$ cat src/rtl/hazard_ctrl.sv
// Pipeline hazard controller: operand forwarding, stall/bubble arbitration,
// multi-cycle mul/div hold and branch redirect with deferral behind an outstanding fetch.
module hazard_ctrl #(
  parameter int MD_LATENCY = 8
) (
  input  logic        clk,
  input  logic        reset,
  input  logic [4:0]  ra1,
  input  logic [4:0]  ra2,
  input  logic        use_rs1,
  input  logic        use_rs2,
  input  logic [4:0]  e_dst,
  input  logic        e_regwrite,
  input  logic        e_is_load,
  input  logic        e_multi_start,
  input  logic [4:0]  m_dst,
  input  logic        m_regwrite,
  input  logic [4:0]  w_dst,
  input  logic        w_regwrite,
  input  logic        e_redirect,
  input  logic [63:0] e_target,
  input  logic        i_busy,
  input  logic        d_busy,
  output logic [1:0]  fwd_a,
  output logic [1:0]  fwd_b,
  output logic        stall_f,
  output logic        stall_d,
  output logic        stall_e,
  output logic        stall_m,
  output logic        bubble_d,
  output logic        bubble_e,
  output logic        bubble_m,
  output logic        bubble_w,
  output logic        redirect_valid,
  output logic [63:0] redirect_pc
);

  localparam logic [0:0] RUN     = 1'b0;
  localparam logic [0:0] MD_BUSY = 1'b1;

  // The start cycle is one E cycle and the final md_cnt==0 cycle is another.
  localparam logic [5:0] MD_INIT = 6'(MD_LATENCY - 2);

  logic [0:0]  state;
  logic [5:0]  md_cnt;
  logic        pend;
  logic [63:0] pend_pc;

  logic        md_stall;
  logic        load_use;
  logic        hold_e;
  logic        accept;

  function automatic logic [1:0] fwd_sel(
    input logic       use_rs,
    input logic [4:0] ra,
    input logic       m_rw,
    input logic [4:0] m_d,
    input logic       w_rw,
    input logic [4:0] w_d
  );
    logic [1:0] sel;
    sel = 2'b00;
    if (use_rs && ra != 5'd0) begin
      if (m_rw && m_d == ra)      sel = 2'b01;
      else if (w_rw && w_d == ra) sel = 2'b10;
    end
    return sel;
  endfunction

  assign fwd_a = fwd_sel(use_rs1, ra1, m_regwrite, m_dst, w_regwrite, w_dst);
  assign fwd_b = fwd_sel(use_rs2, ra2, m_regwrite, m_dst, w_regwrite, w_dst);

  assign md_stall = (state == RUN) ? e_multi_start : (md_cnt != 6'd0);
  assign load_use = e_is_load && e_regwrite && (e_dst != 5'd0) &&
                    ((use_rs1 && ra1 == e_dst) || (use_rs2 && ra2 == e_dst));
  assign hold_e   = d_busy || md_stall;
  assign accept   = e_redirect && !hold_e;

  always_comb begin
    stall_f        = 1'b0;
    stall_d        = 1'b0;
    stall_e        = 1'b0;
    stall_m        = 1'b0;
    bubble_d       = 1'b0;
    bubble_e       = 1'b0;
    bubble_m       = 1'b0;
    bubble_w       = 1'b0;
    redirect_valid = 1'b0;
    redirect_pc    = 64'd0;

    if (d_busy) begin
      stall_f  = 1'b1;
      stall_d  = 1'b1;
      stall_e  = 1'b1;
      stall_m  = 1'b1;
      bubble_w = 1'b1;
    end else if (md_stall) begin
      stall_f  = 1'b1;
      stall_d  = 1'b1;
      stall_e  = 1'b1;
      bubble_m = 1'b1;
    end else if (load_use) begin
      stall_f  = 1'b1;
      stall_d  = 1'b1;
      bubble_e = 1'b1;
    end else if (i_busy) begin
      stall_f  = 1'b1;
      bubble_d = 1'b1;
    end

    // A taken redirect squashes D, so any load-use hold on D is moot.
    if (accept) begin
      stall_f  = i_busy;
      stall_d  = 1'b0;
      bubble_d = 1'b1;
      bubble_e = 1'b1;
    end

    if (pend && !stall_d)
      bubble_d = 1'b1;

    if (accept && !i_busy) begin
      redirect_valid = 1'b1;
      redirect_pc    = e_target;
    end else if (pend && !i_busy) begin
      redirect_valid = 1'b1;
      redirect_pc    = pend_pc;
    end
  end

  always_ff @(posedge clk) begin
    if (reset) begin
      state   <= RUN;
      md_cnt  <= 6'd0;
      pend    <= 1'b0;
      pend_pc <= 64'd0;
    end else begin
      case (state)
        RUN: begin
          if (e_multi_start && !d_busy) begin
            state  <= MD_BUSY;
            md_cnt <= MD_INIT;
          end
        end
        MD_BUSY: begin
          if (md_cnt == 6'd0) state  <= RUN;
          else                md_cnt <= md_cnt - 6'd1;
        end
        default: state <= RUN;
      endcase

      if (accept && i_busy) begin
        pend    <= 1'b1;
        pend_pc <= e_target;
      end else if (pend && !i_busy) begin
        pend    <= 1'b0;
      end
    end
  end

endmodule
$ cat config.mk
export PLATFORM = sky130hd
export DESIGN_NAME = hazard_ctrl
export DESIGN_NICKNAME = d
export VERILOG_FILES = /design/src/rtl/hazard_ctrl.sv
export SDC_FILE = /design/constraint.sdc
export NUM_CORES = 1
export LEC_CHECK = 0
export BUFFER_PORTS_ARGS = -buffer_cell sky130_fd_sc_hd__buf_4
export CORE_MARGIN = 4
export CORE_UTILIZATION = 25
export DETAILED_ROUTE_END_ITERATION = 7
export PLACE_DENSITY_LB_ADDON = 0.2
export SLEW_MARGIN = 0
export SYNTH_ARGS = -nofsm -noshare
export SYNTH_HDL_FRONTEND = slang
export SYNTH_SLANG_ARGS = --single-unit
$ cat constraint.sdc
create_clock -name clk -period 2.7 [get_ports clk]
set_input_delay 0.54 -clock clk [delete_from_list [all_inputs] [get_ports clk]]
set_output_delay 0.54 -clock clk [all_outputs]
set_load 0.05 [all_outputs]
==> out/qor.csv <==
metric;value;unit
status;finished with violations;
failing checks;negative setup slack;
unrepaired setup endpoints after global routing;yes;
crit path time final;2.74;ns
Via density;5.42;
post-synth cell types;39;
register area share after synthesis;32.6;%
Reg clk slew, reported paths;0.06;ns
post-synthesis instance total;493;
Final Util;39.7;%
die area;19900;um2
initial core utilization;25.5;%
Clock Tree Buf Depth;2;
Worst setup EP type;primary output;
clk_lat worst skew;0.34;ns
crit path max fanout;6;
CP Cell Sequence;or3_4, o32ai_4, inv_2, nor2_4, buf_12, clkbuf_16, a22o_1, buf_6;
CP Depth;8;
met3 wire length;1.38;mm
first-pass GRT wire length;25.6;mm
crit path kind;reg2out;
Area growth, synth to finish;55.4;%
Post-Layout Inst Area;6860;um2
Iter 0 DRT Violations;224;
CTS Root Cell;clkbuf_16;
Die W;141;um
RR Endpoint;pend_pc[5];
worst setup margin;-0.0403;ns
# IOs;178;
vias in the first global route;4815;
Synth Area per Inst;8.96;um2
H-tree depth;3;
IO buf count;177;
Metal-1 WL;7.21;mm
Worst-Margin Slew;0.757;ns
Register-to-Register Path Depth;8;
CTS buffer count;9;
flops & latches, synth;72;
largest net degree at the start of global routing;58;
most frequent cells in the layout;126 x buf_4, 67 x dfxtp_1, 67 x buf_6, 65 x inv_1, 65 x a311oi_1;
Antenna Nets Post-Route;0;
layout cells sized above 1;41.8;%
Mapped Nets;596;
Buf/Inv on CP;4;
Crit path max-delay family;buffers and inverters;
final hold slack;0.427;ns
worst r2r src;md_cnt[3];
total core area;17300;um2
R2R setup slack;0.49;ns
Max Cap Viol;0;
post-DR wirelength/cell;19.9;um
Place WS;0.0370;ns
Rel. slew slack;49.4;%
CTS tree;built;
Critical Path End;redirect_pc[22];
Post-Place Cell Area;5930;um2
# DRC;0;
Pre-Repair DR Iteration Count;4;
via count;4798;
Ys Warns;0;
Hold Crit Class;in2reg;
Routed WL;17.6;mm
Final Cycle Share;101;%
Die Span Y;141;um
pwr dens;444;nW/um2
peak supply drop;0.292;mV
clock tree sinks;72;
fmax;365;MHz
worst endpoint data arrival time;2.20;ns
total grt overflow;0;
DR top layer;met4;
final hold viol count;0;
skew final;0.00488;ns
Pwr Total;3.05;mW
Final setup viols;45;
Leakage;2.69;nW
RePlAce Congestion;0.843;
antenna violations before repair;0;
mapped cell area;4420;um2
Critical Path Slowest Stage Cell;or3_4;
Inserted Diodes;0;
Row Count;48;
met2 routed WL;8.65;mm
Slew Viols, Final;0;
WP data required;2.16;ns
Worst setup SP type;register;
GRT Overall Usage;16.2;%
DP Wirelength;10.4;mm
crit path launch;md_cnt[3];
Final #Nets;761;
max incr delay on CP;0.39;ns
commonest non-fill, non-tap cell in the layout;buf_4;
cell families (layout without fill, tap and decap cells):
group / Yosys count / count (layout) / share of synthesized area (%)
xor gates and xnor gates: 30 / 30 / 5.95
DFF: 72 / 72 / 32.6
muxes: 3 / 3 / 0.680
adders and majority gates: 2 / 2 / 0.566
AOI/OAI and AO/OA: 216 / 216 / 42.1
buffers and inverters: 127 / 295 / 12.2
and+or+nand+nor: 43 / 43 / 5.86
sequential cells by signal (all words and copies together), names as in the netlist:
| register | count |
|---|---|
| state | 1 |
| pend_pc | 64 |
| md_cnt | 6 |
| pend | 1 |
through the flow:
step / instances / setup TNS, ns
global route: 886 / -5.92
finish: 886 / -0.925
detailed placement: 851 / 0
floorplan: 493 / -0.214
CTS: 878 / -0.0839
global placement: 851 / 0
cell usage after synthesis:
| cell type | instances | area (um2) |
|---|---|---|
| a2111oi_0 | 2 | 17.5 |
| a211oi_1 | 2 | 15.0 |
| a21oi_1 | 5 | 25.0 |
| a22o_1 | 64 | 561 |
| a311oi_1 | 65 | 569 |
| a31o_1 | 31 | 272 |
| a31o_2 | 33 | 289 |
| a32oi_1 | 1 | 8.76 |
| and2_1 | 1 | 6.26 |
| and3_1 | 1 | 6.26 |
| buf_2 | 16 | 80.1 |
| buf_4 | 11 | 82.6 |
| clkbuf_1 | 31 | 116 |
| dfxtp_1 | 72 | 1440 |
| ha_1 | 2 | 25.0 |
| inv_1 | 67 | 251 |
| inv_2 | 2 | 7.51 |
| mux2i_1 | 3 | 30.0 |
| nand2_1 | 4 | 15.0 |
| nand2b_1 | 4 | 25.0 |
| nand3_1 | 5 | 25.0 |
| nand4bb_1 | 1 | 11.3 |
| nor2_1 | 6 | 22.5 |
| nor2_4 | 1 | 11.3 |
| nor3_1 | 2 | 10.0 |
| nor3b_1 | 4 | 30.0 |
| nor4_1 | 6 | 37.5 |
| o2111ai_1 | 2 | 17.5 |
| o211ai_1 | 1 | 7.51 |
| o21a_1 | 2 | 15.0 |
| o21ai_0 | 6 | 30.0 |
| o22ai_1 | 1 | 6.26 |
| o32ai_4 | 1 | 27.5 |
| or2_2 | 1 | 6.26 |
| or3_1 | 3 | 18.8 |
| or3_4 | 1 | 11.3 |
| or4_1 | 3 | 22.5 |
| xnor2_1 | 6 | 52.6 |
| xor2_1 | 24 | 210 |
cell type report:
| cell class | instances | area [um2] |
|---|---|---|
| fillers | 1739 | 10400 |
| well taps | 225 | 282 |
| repair buffers | 212 | 2130 |
| inverters | 69 | 259 |
| flip-flops and latches | 72 | 1450 |
| multi-input cells | 294 | 2470 |
| clock buffers | 10 | 229 |
| clock inverters | 4 | 47.5 |
worst reg2reg max path: stages, from the launching register on:
cell     delay (ns)
dfxtp_2        0.33
or3_4          0.39
o32ai_4        0.20
buf_6          0.16
buf_4          0.12
buf_12         0.21
and3_2         0.26
buf_4          0.29
a31o_2         0.20
report_power, final:
group / internal [mW] / total, mW / switching [mW]
clock: 0.702 / 1.16 / 0.457
combinational: 0.328 / 0.763 / 0.435
sequential: 1.10 / 1.13 / 0.0255
timing repair:
item,in CTS,in global routing
endpoints found under the setup margin,65,65
pin swaps,15,50
gates resized for setup,56,34
endpoints found under the hold margin,0,0
gates cloned,4,6
hold buffers,0,0
buffers inserted,9,2
routing by layer:
layer / GRT usage (%) / vias to the layer above
met5: 0 / -
met4: 5.76 / 0
met3: 5.60 / 27
met2: 27.7 / 177
met1: 18.8 / 2362
li1: - / 2232
how the worst min path moves through the flow:
| stage | start | end | slack, ns | cells after the start |
|---|---|---|---|---|
| floorplan | md_cnt[4] | md_cnt[4] | 0.45 | 2 |
| global placement | md_cnt[4] | md_cnt[4] | 0.47 | 2 |
| detailed placement | md_cnt[4] | md_cnt[4] | 0.47 | 2 |
| CTS | e_target[8] | pend_pc[8] | 0.41 | 2 |
| global route | e_target[59] | pend_pc[59] | 0.42 | 2 |
| finish | e_target[59] | pend_pc[59] | 0.43 | 2 |
No activity file was read; power rests on OpenSTA's default activity.
